### src/rtl/muxcont_rr.sv
// Output-port allocator: round-robin pick among inputs addressed to PORTID,
// grant held for a whole packet, released on tail, owner abort or stall timeout.
module muxcont_rr #(
  parameter int unsigned NPORT   = 6,
  parameter int unsigned PORTW   = 3,
  parameter int unsigned PORTID  = 0,
  parameter int unsigned TIMEOUT = 64,
  localparam int unsigned IDW    = $clog2(NPORT)
) (
  input  logic                   clk,
  input  logic                   rst,
  input  logic [NPORT*PORTW-1:0] dst,
  input  logic [NPORT-1:0]       req,
  input  logic [NPORT-1:0]       tail,
  input  logic                   ready,
  output logic [NPORT-1:0]       sel,
  output logic [IDW-1:0]         sel_id,
  output logic [NPORT-1:0]       grt,
  output logic                   busy,
  output logic                   timeout
);

  localparam int unsigned CW = (TIMEOUT > 0) ? $clog2(TIMEOUT + 1) : 1;
  localparam logic [CW-1:0] CNT_MAX = CW'((TIMEOUT > 0) ? (TIMEOUT - 1) : 0);

  typedef enum logic {
    ST_IDLE = 1'b0,
    ST_HOLD = 1'b1
  } state_e;

  state_e           state_q, state_d;
  logic [NPORT-1:0] sel_q, sel_d;
  logic [IDW-1:0]   sel_id_q, sel_id_d;
  logic             busy_q, busy_d;
  logic             timeout_q, timeout_d;
  logic [IDW-1:0]   ptr_q, ptr_d;
  logic [CW-1:0]    cnt_q, cnt_d;

  logic [NPORT-1:0] match;
  logic             win_found;
  logic [IDW-1:0]   win_id;
  logic [IDW-1:0]   cand;
  int unsigned      idx;
  logic             own_match;
  logic             xfer;
  logic             to_hit;
  logic             rel;
  logic [IDW-1:0]   next_ptr;

  // Requests addressed to this output port
  always_comb begin
    match = '0;
    for (int unsigned i = 0; i < NPORT; i++) begin
      match[i] = req[i] & (dst[i*PORTW +: PORTW] == PORTW'(PORTID));
    end
  end

  // First matching input at or above ptr, wrapping
  always_comb begin
    win_found = 1'b0;
    win_id    = '0;
    idx       = 0;
    cand      = '0;
    for (int unsigned k = 0; k < NPORT; k++) begin
      idx = 32'(ptr_q) + k;
      if (idx >= NPORT) idx = idx - NPORT;
      cand = IDW'(idx);
      if (!win_found && match[cand]) begin
        win_found = 1'b1;
        win_id    = cand;
      end
    end
  end

  assign own_match = match[sel_id_q];
  assign xfer      = (state_q == ST_HOLD) && own_match && ready;
  assign to_hit    = (TIMEOUT != 0) && (cnt_q == CNT_MAX) && !xfer;
  assign next_ptr  = (sel_id_q == IDW'(NPORT - 1)) ? '0 : sel_id_q + IDW'(1);

  always_comb begin
    state_d   = state_q;
    sel_d     = sel_q;
    sel_id_d  = sel_id_q;
    busy_d    = busy_q;
    timeout_d = 1'b0;
    ptr_d     = ptr_q;
    cnt_d     = cnt_q;
    rel       = 1'b0;
    case (state_q)
      ST_IDLE: begin
        if (win_found) begin
          state_d  = ST_HOLD;
          sel_d    = NPORT'(1) << win_id;
          sel_id_d = win_id;
          busy_d   = 1'b1;
          cnt_d    = '0;
        end
      end
      ST_HOLD: begin
        // Release priority: tail transfer, then abort, then timeout
        if (xfer && tail[sel_id_q]) begin
          rel = 1'b1;
        end else if (!own_match) begin
          rel = 1'b1;
        end else if (to_hit) begin
          rel       = 1'b1;
          timeout_d = 1'b1;
        end else if (xfer) begin
          cnt_d = '0;
        end else if (cnt_q != CNT_MAX) begin
          cnt_d = cnt_q + CW'(1);
        end
        if (rel) begin
          state_d  = ST_IDLE;
          sel_d    = '0;
          sel_id_d = '0;
          busy_d   = 1'b0;
          cnt_d    = '0;
          ptr_d    = next_ptr;
        end
      end
      default: state_d = ST_IDLE;
    endcase
  end

  always_ff @(posedge clk or negedge rst) begin
    if (!rst) begin
      state_q   <= ST_IDLE;
      sel_q     <= '0;
      sel_id_q  <= '0;
      busy_q    <= 1'b0;
      timeout_q <= 1'b0;
      ptr_q     <= '0;
      cnt_q     <= '0;
    end else begin
      state_q   <= state_d;
      sel_q     <= sel_d;
      sel_id_q  <= sel_id_d;
      busy_q    <= busy_d;
      timeout_q <= timeout_d;
      ptr_q     <= ptr_d;
      cnt_q     <= cnt_d;
    end
  end

  assign sel     = sel_q;
  assign sel_id  = sel_id_q;
  assign busy    = busy_q;
  assign timeout = timeout_q;
  assign grt     = sel_q & match & {NPORT{ready}};

endmodule
### config.mk
export PLATFORM = sky130hd
export DESIGN_NAME = muxcont_rr
export DESIGN_NICKNAME = d
export VERILOG_FILES = /design/src/rtl/muxcont_rr.sv
export SDC_FILE = /design/constraint.sdc
export NUM_CORES = 1
export LEC_CHECK = 0
export CAP_MARGIN = 20
export CORE_MARGIN = 5
export CORE_UTILIZATION = 35
export CTS_CLUSTER_SIZE = 30
export DETAILED_ROUTE_END_ITERATION = 10
export GPL_TIMING_DRIVEN = 0
export PLACE_DENSITY = 0.6
export SLEW_MARGIN = 20
export SYNTH_ARGS = -nofsm -noshare
export SYNTH_HDL_FRONTEND = slang
export SYNTH_SLANG_ARGS = --single-unit
### constraint.sdc
create_clock -name clk -period 8.53 [get_ports clk]
set_input_delay 2.559 -clock clk [delete_from_list [all_inputs] [get_ports clk]]
set_output_delay 2.559 -clock clk [all_outputs]
set_load 0.02 [all_outputs]
==> results.sh <==
export IMPL_drt_wirelength_per_cell_um=15.85
export IMPL_numClockSinks=22
export IMPL_synth_edff_count=0
export IMPL_netlist_top_cells_area="sky130_fd_sc_hd__dfrtp_1, sky130_fd_sc_hd__ha_1, sky130_fd_sc_hd__mux2i_1"
export IMPL_cp_end_kind="primary output"
export IMPL_final_hold_viol_count=0
export IMPL_synth_cells_most_frequent="sky130_fd_sc_hd__dfrtp_1, sky130_fd_sc_hd__nand2_1, sky130_fd_sc_hd__nor2_1, sky130_fd_sc_hd__o21ai_0, sky130_fd_sc_hd__a21oi_1"
export IMPL_slowest_stage="sky130_fd_sc_hd__nor4b_2"
export IMPL_final_layout_size_suffix_gt1_frac=0.1096
export IMPL_synth_top_area_cell="sky130_fd_sc_hd__dfrtp_1"
export IMPL_tritoncts_num_buffers=3
export IMPL_start_util=0.3611
export IMPL_vias_in_the_first_global_route=2071
export IMPL_crit_path_kind="in2out"
export IMPL_dieHeight_um=88.39
export IMPL_globalRouteOverflowTotal=0
export IMPL_final_period_utilization=0.8261
export IMPL_rsz0062_at_grt="no"
export IMPL_achievable_frequency_mhz=141.9
export IMPL_drt_first_iter_violations=136
export IMPL_synth_net_count=290
export IMPL_layout_setup_ws_ns=1.484
export IMPL_dieArea_um2=7813
export IMPL_data_arrival_time_of_the_critical_path_ns=4.49
export IMPL_slowest_delay_ns=0.62
export IMPL_detail_route_antenna_nets=0
export IMPL_drt_met1_wl_um=2937
export IMPL_area_fraction_of_the_dominant_cell_type_after_synthesis=0.2560
export IMPL_portBuffers=49
export IMPL_period_needed_ns=7.046
export IMPL_critical_path_rt_ns=5.97
export IMPL_cts_htree_levels=1
export IMPL_totalPowerFinal_mw=1.006
export IMPL_peakVddDrop_mv=0.2139
export IMPL_vias=2081
export IMPL_groute_usage_overall=0.1589
export IMPL_max_slew_worst_pin_slew_ns=0.6446
export IMPL_maxCapViolations=0
export IMPL_cts_root_buffer="sky130_fd_sc_hd__clkbuf_8"
export IMPL_seq_area_frac_synth=0.2560
export IMPL_dominant_delay_contributor_by_cell_family_on_the_critical_path="buffers and inverters"
export IMPL_clk_latency_ns=0.26
export IMPL_dp_final_hpwl_um=4779
export IMPL_crit_chain="clkdlybuf4s50_1 -> nor4b_2 -> and3_1 -> clkdlybuf4s50_1"
export IMPL_postLayoutCoreUtil=0.4676
export IMPL_syn_inst=248
export IMPL_tns_ns=0
export IMPL_n_fill_cell=608
export IMPL_ys_ff_latch=22
export IMPL_detailedRoute_firstPassIterationCount=4
export IMPL_pwr_dens_nw_per_um2=361.1
export IMPL_core_box_area_um2=5956
export IMPL_antenna_violations_before_repair=0
export IMPL_critical_path_startpoint_type="input pin"
export IMPL_timing_critical_path_mode_cell="sky130_fd_sc_hd__clkdlybuf4s50_1"
export IMPL_grt_max_degree=23
export IMPL_clockBufferDepth=2
export IMPL_placementRows=28
export IMPL_preCtsSetupSlack_ns=1.523
export IMPL_routed_wl_met2_um=2718
export IMPL_cts_resized=0
export IMPL_postSynth_topFlopCell="sky130_fd_sc_hd__dfrtp_1"
export IMPL_multi_input_comb_area_um2=1515
export IMPL_post_cts_setup_buffers=0
export IMPL_yosysWarnings=0
export IMPL_via_per_inst=5.535
export IMPL_globalplace_congestion=0.8461
export IMPL_finalNetCount=344
export IMPL_mappedNetlistArea_um2=2151
export IMPL_syn_to_final_growth_pct=29.49
export IMPL_die_x_um=88.39
export IMPL_io_pin_count=50
export IMPL_wl_met3_um=259
export IMPL_detailed_route_wl_um=5959
export IMPL_max_slew_violation_count=0
export IMPL_synth_area_per_cell_um2=8.673
export IMPL_antenna_cells_inserted=0
export IMPL_crit_path_max_fanout=5
export IMPL_holdCritPathClass="reg2reg"
export IMPL_top_layer_used="met4"
export IMPL_layout_area_seq_um2=550.5
export IMPL_setup_violations=0
export IMPL_synth_cell_types=59
export IMPL_clock_skew_ns=0.004549
export IMPL_cp_buf_inv_count=2
export IMPL_cts_hold_fix_buffers=0
export IMPL_tritoncts="built"
export IMPL_grt_first_pass_wirelength_um=10030
export IMPL_cts_reportedPaths_clkPinSlew_ns=0.08
export IMPL_route_detailed_drc=0
export IMPL_worst_slew_slack_as_a_fraction_of_its_limit=0.5691
export IMPL_cellLeakagePower_nw=1.148
export IMPL_run_status="finished clean"
export IMPL_synth_async_reset_ratio=1.000
[layout by cell type (no fill, tap or decap), types with 3 or more instances in the layout]
cell / Yosys / final
sky130_fd_sc_hd__xnor2_1: 5 / 5
sky130_fd_sc_hd__nor3_1: 4 / 4
sky130_fd_sc_hd__buf_2: 2 / 3
sky130_fd_sc_hd__clkbuf_8: 0 / 4
sky130_fd_sc_hd__and2_1: 3 / 3
sky130_fd_sc_hd__and3_1: 9 / 9
sky130_fd_sc_hd__nand3_1: 4 / 4
sky130_fd_sc_hd__clkbuf_1: 4 / 4
sky130_fd_sc_hd__o31ai_1: 5 / 5
sky130_fd_sc_hd__o22ai_1: 5 / 5
sky130_fd_sc_hd__mux2i_1: 11 / 11
sky130_fd_sc_hd__nor2_1: 18 / 18
sky130_fd_sc_hd__nand4_1: 3 / 3
sky130_fd_sc_hd__dfrtp_1: 22 / 22
sky130_fd_sc_hd__nor2b_1: 5 / 5
sky130_fd_sc_hd__or4b_1: 6 / 6
sky130_fd_sc_hd__buf_4: 5 / 5
sky130_fd_sc_hd__a21o_1: 4 / 4
sky130_fd_sc_hd__nor2_2: 3 / 3
sky130_fd_sc_hd__nand2b_1: 8 / 8
sky130_fd_sc_hd__o21ai_0: 15 / 15
sky130_fd_sc_hd__a21oi_1: 13 / 13
sky130_fd_sc_hd__ha_1: 9 / 9
sky130_fd_sc_hd__a31oi_1: 4 / 4
sky130_fd_sc_hd__a22o_1: 8 / 8
sky130_fd_sc_hd__clkdlybuf4s50_1: 0 / 48
sky130_fd_sc_hd__nand2_1: 22 / 22
sky130_fd_sc_hd__inv_1: 5 / 5
sky130_fd_sc_hd__a22oi_1: 3 / 3
[final timing paths]
path                                            from               endpoint  slack (ns)  cells past startpoint
worst max-delay path                         dst[10]                 grt[3]        1.48                      4
worst min-delay path            cnt_q[3]$_DFFE_PN0P_   cnt_q[3]$_DFFE_PN0P_        0.50                      1
worst max register to register  ptr_q[0]$_DFFE_PN0P_     sel[3]$_DFFE_PN0P_        4.98                     13
worst min register to register  cnt_q[3]$_DFFE_PN0P_   cnt_q[3]$_DFFE_PN0P_        0.50                      1
max in group asynchronous                        rst   cnt_q[5]$_DFFE_PN0P_        5.93                      1
min in group asynchronous                        rst  sel_id[1]$_DFFE_PN0P_        2.26                      1
[registers in the layout, indices dropped and copies added, names as in the netlist]
register	count
ptr_q	3
cnt_q	7
timeout	1
sel_id	3
busy	1
sel	6
state_q	1
[logic make-up after synthesis]
family / synth area share
DFF: 0.2560
and+or+nand+nor: 0.2589
muxes: 0.09482
buffers and inverters: 0.03956
xor gates and xnor gates: 0.03548
AOI/OAI and AO/OA: 0.2630
adders and majority gates: 0.05236
[report_power, final]
part	internal, mW	switching [mW]	leakage, nW
registers	0.131	0.0284	0.295
clock network	0.0411	0.0332	0.0288
logic	0.328	0.444	0.824
[stage by stage]
stage / cell area [um2] / cells / hold WS [ns]
after floorplan: 2151 / 248 / 0.4484
after global placement: 2735 / 372 / 0.4693
after detailed placement: 2735 / 372 / 0.4747
after CTS: 2790 / 376 / 0.4962
after global routing: 2785 / 376 / 0.5208
final: 2785 / 376 / 0.4974
[metal layers]
layer  GRT usage  up-vias
met5           0        -
met4     0.02198        0
met3     0.01862        4
met2      0.2576       46
met1      0.2327      988
li1            -     1043
[layout make-up]
cell class / count / area share
sequential: 22 / 0.1977
buffer: 11 / 0.02246
inverter: 6 / 0.008086
timing repair buffer: 49 / 0.1743
clock buffer: 4 / 0.01977
multi-input combinational: 209 / 0.5440
tap: 75 / 0.03369
(Power assumes the default switching activity.)
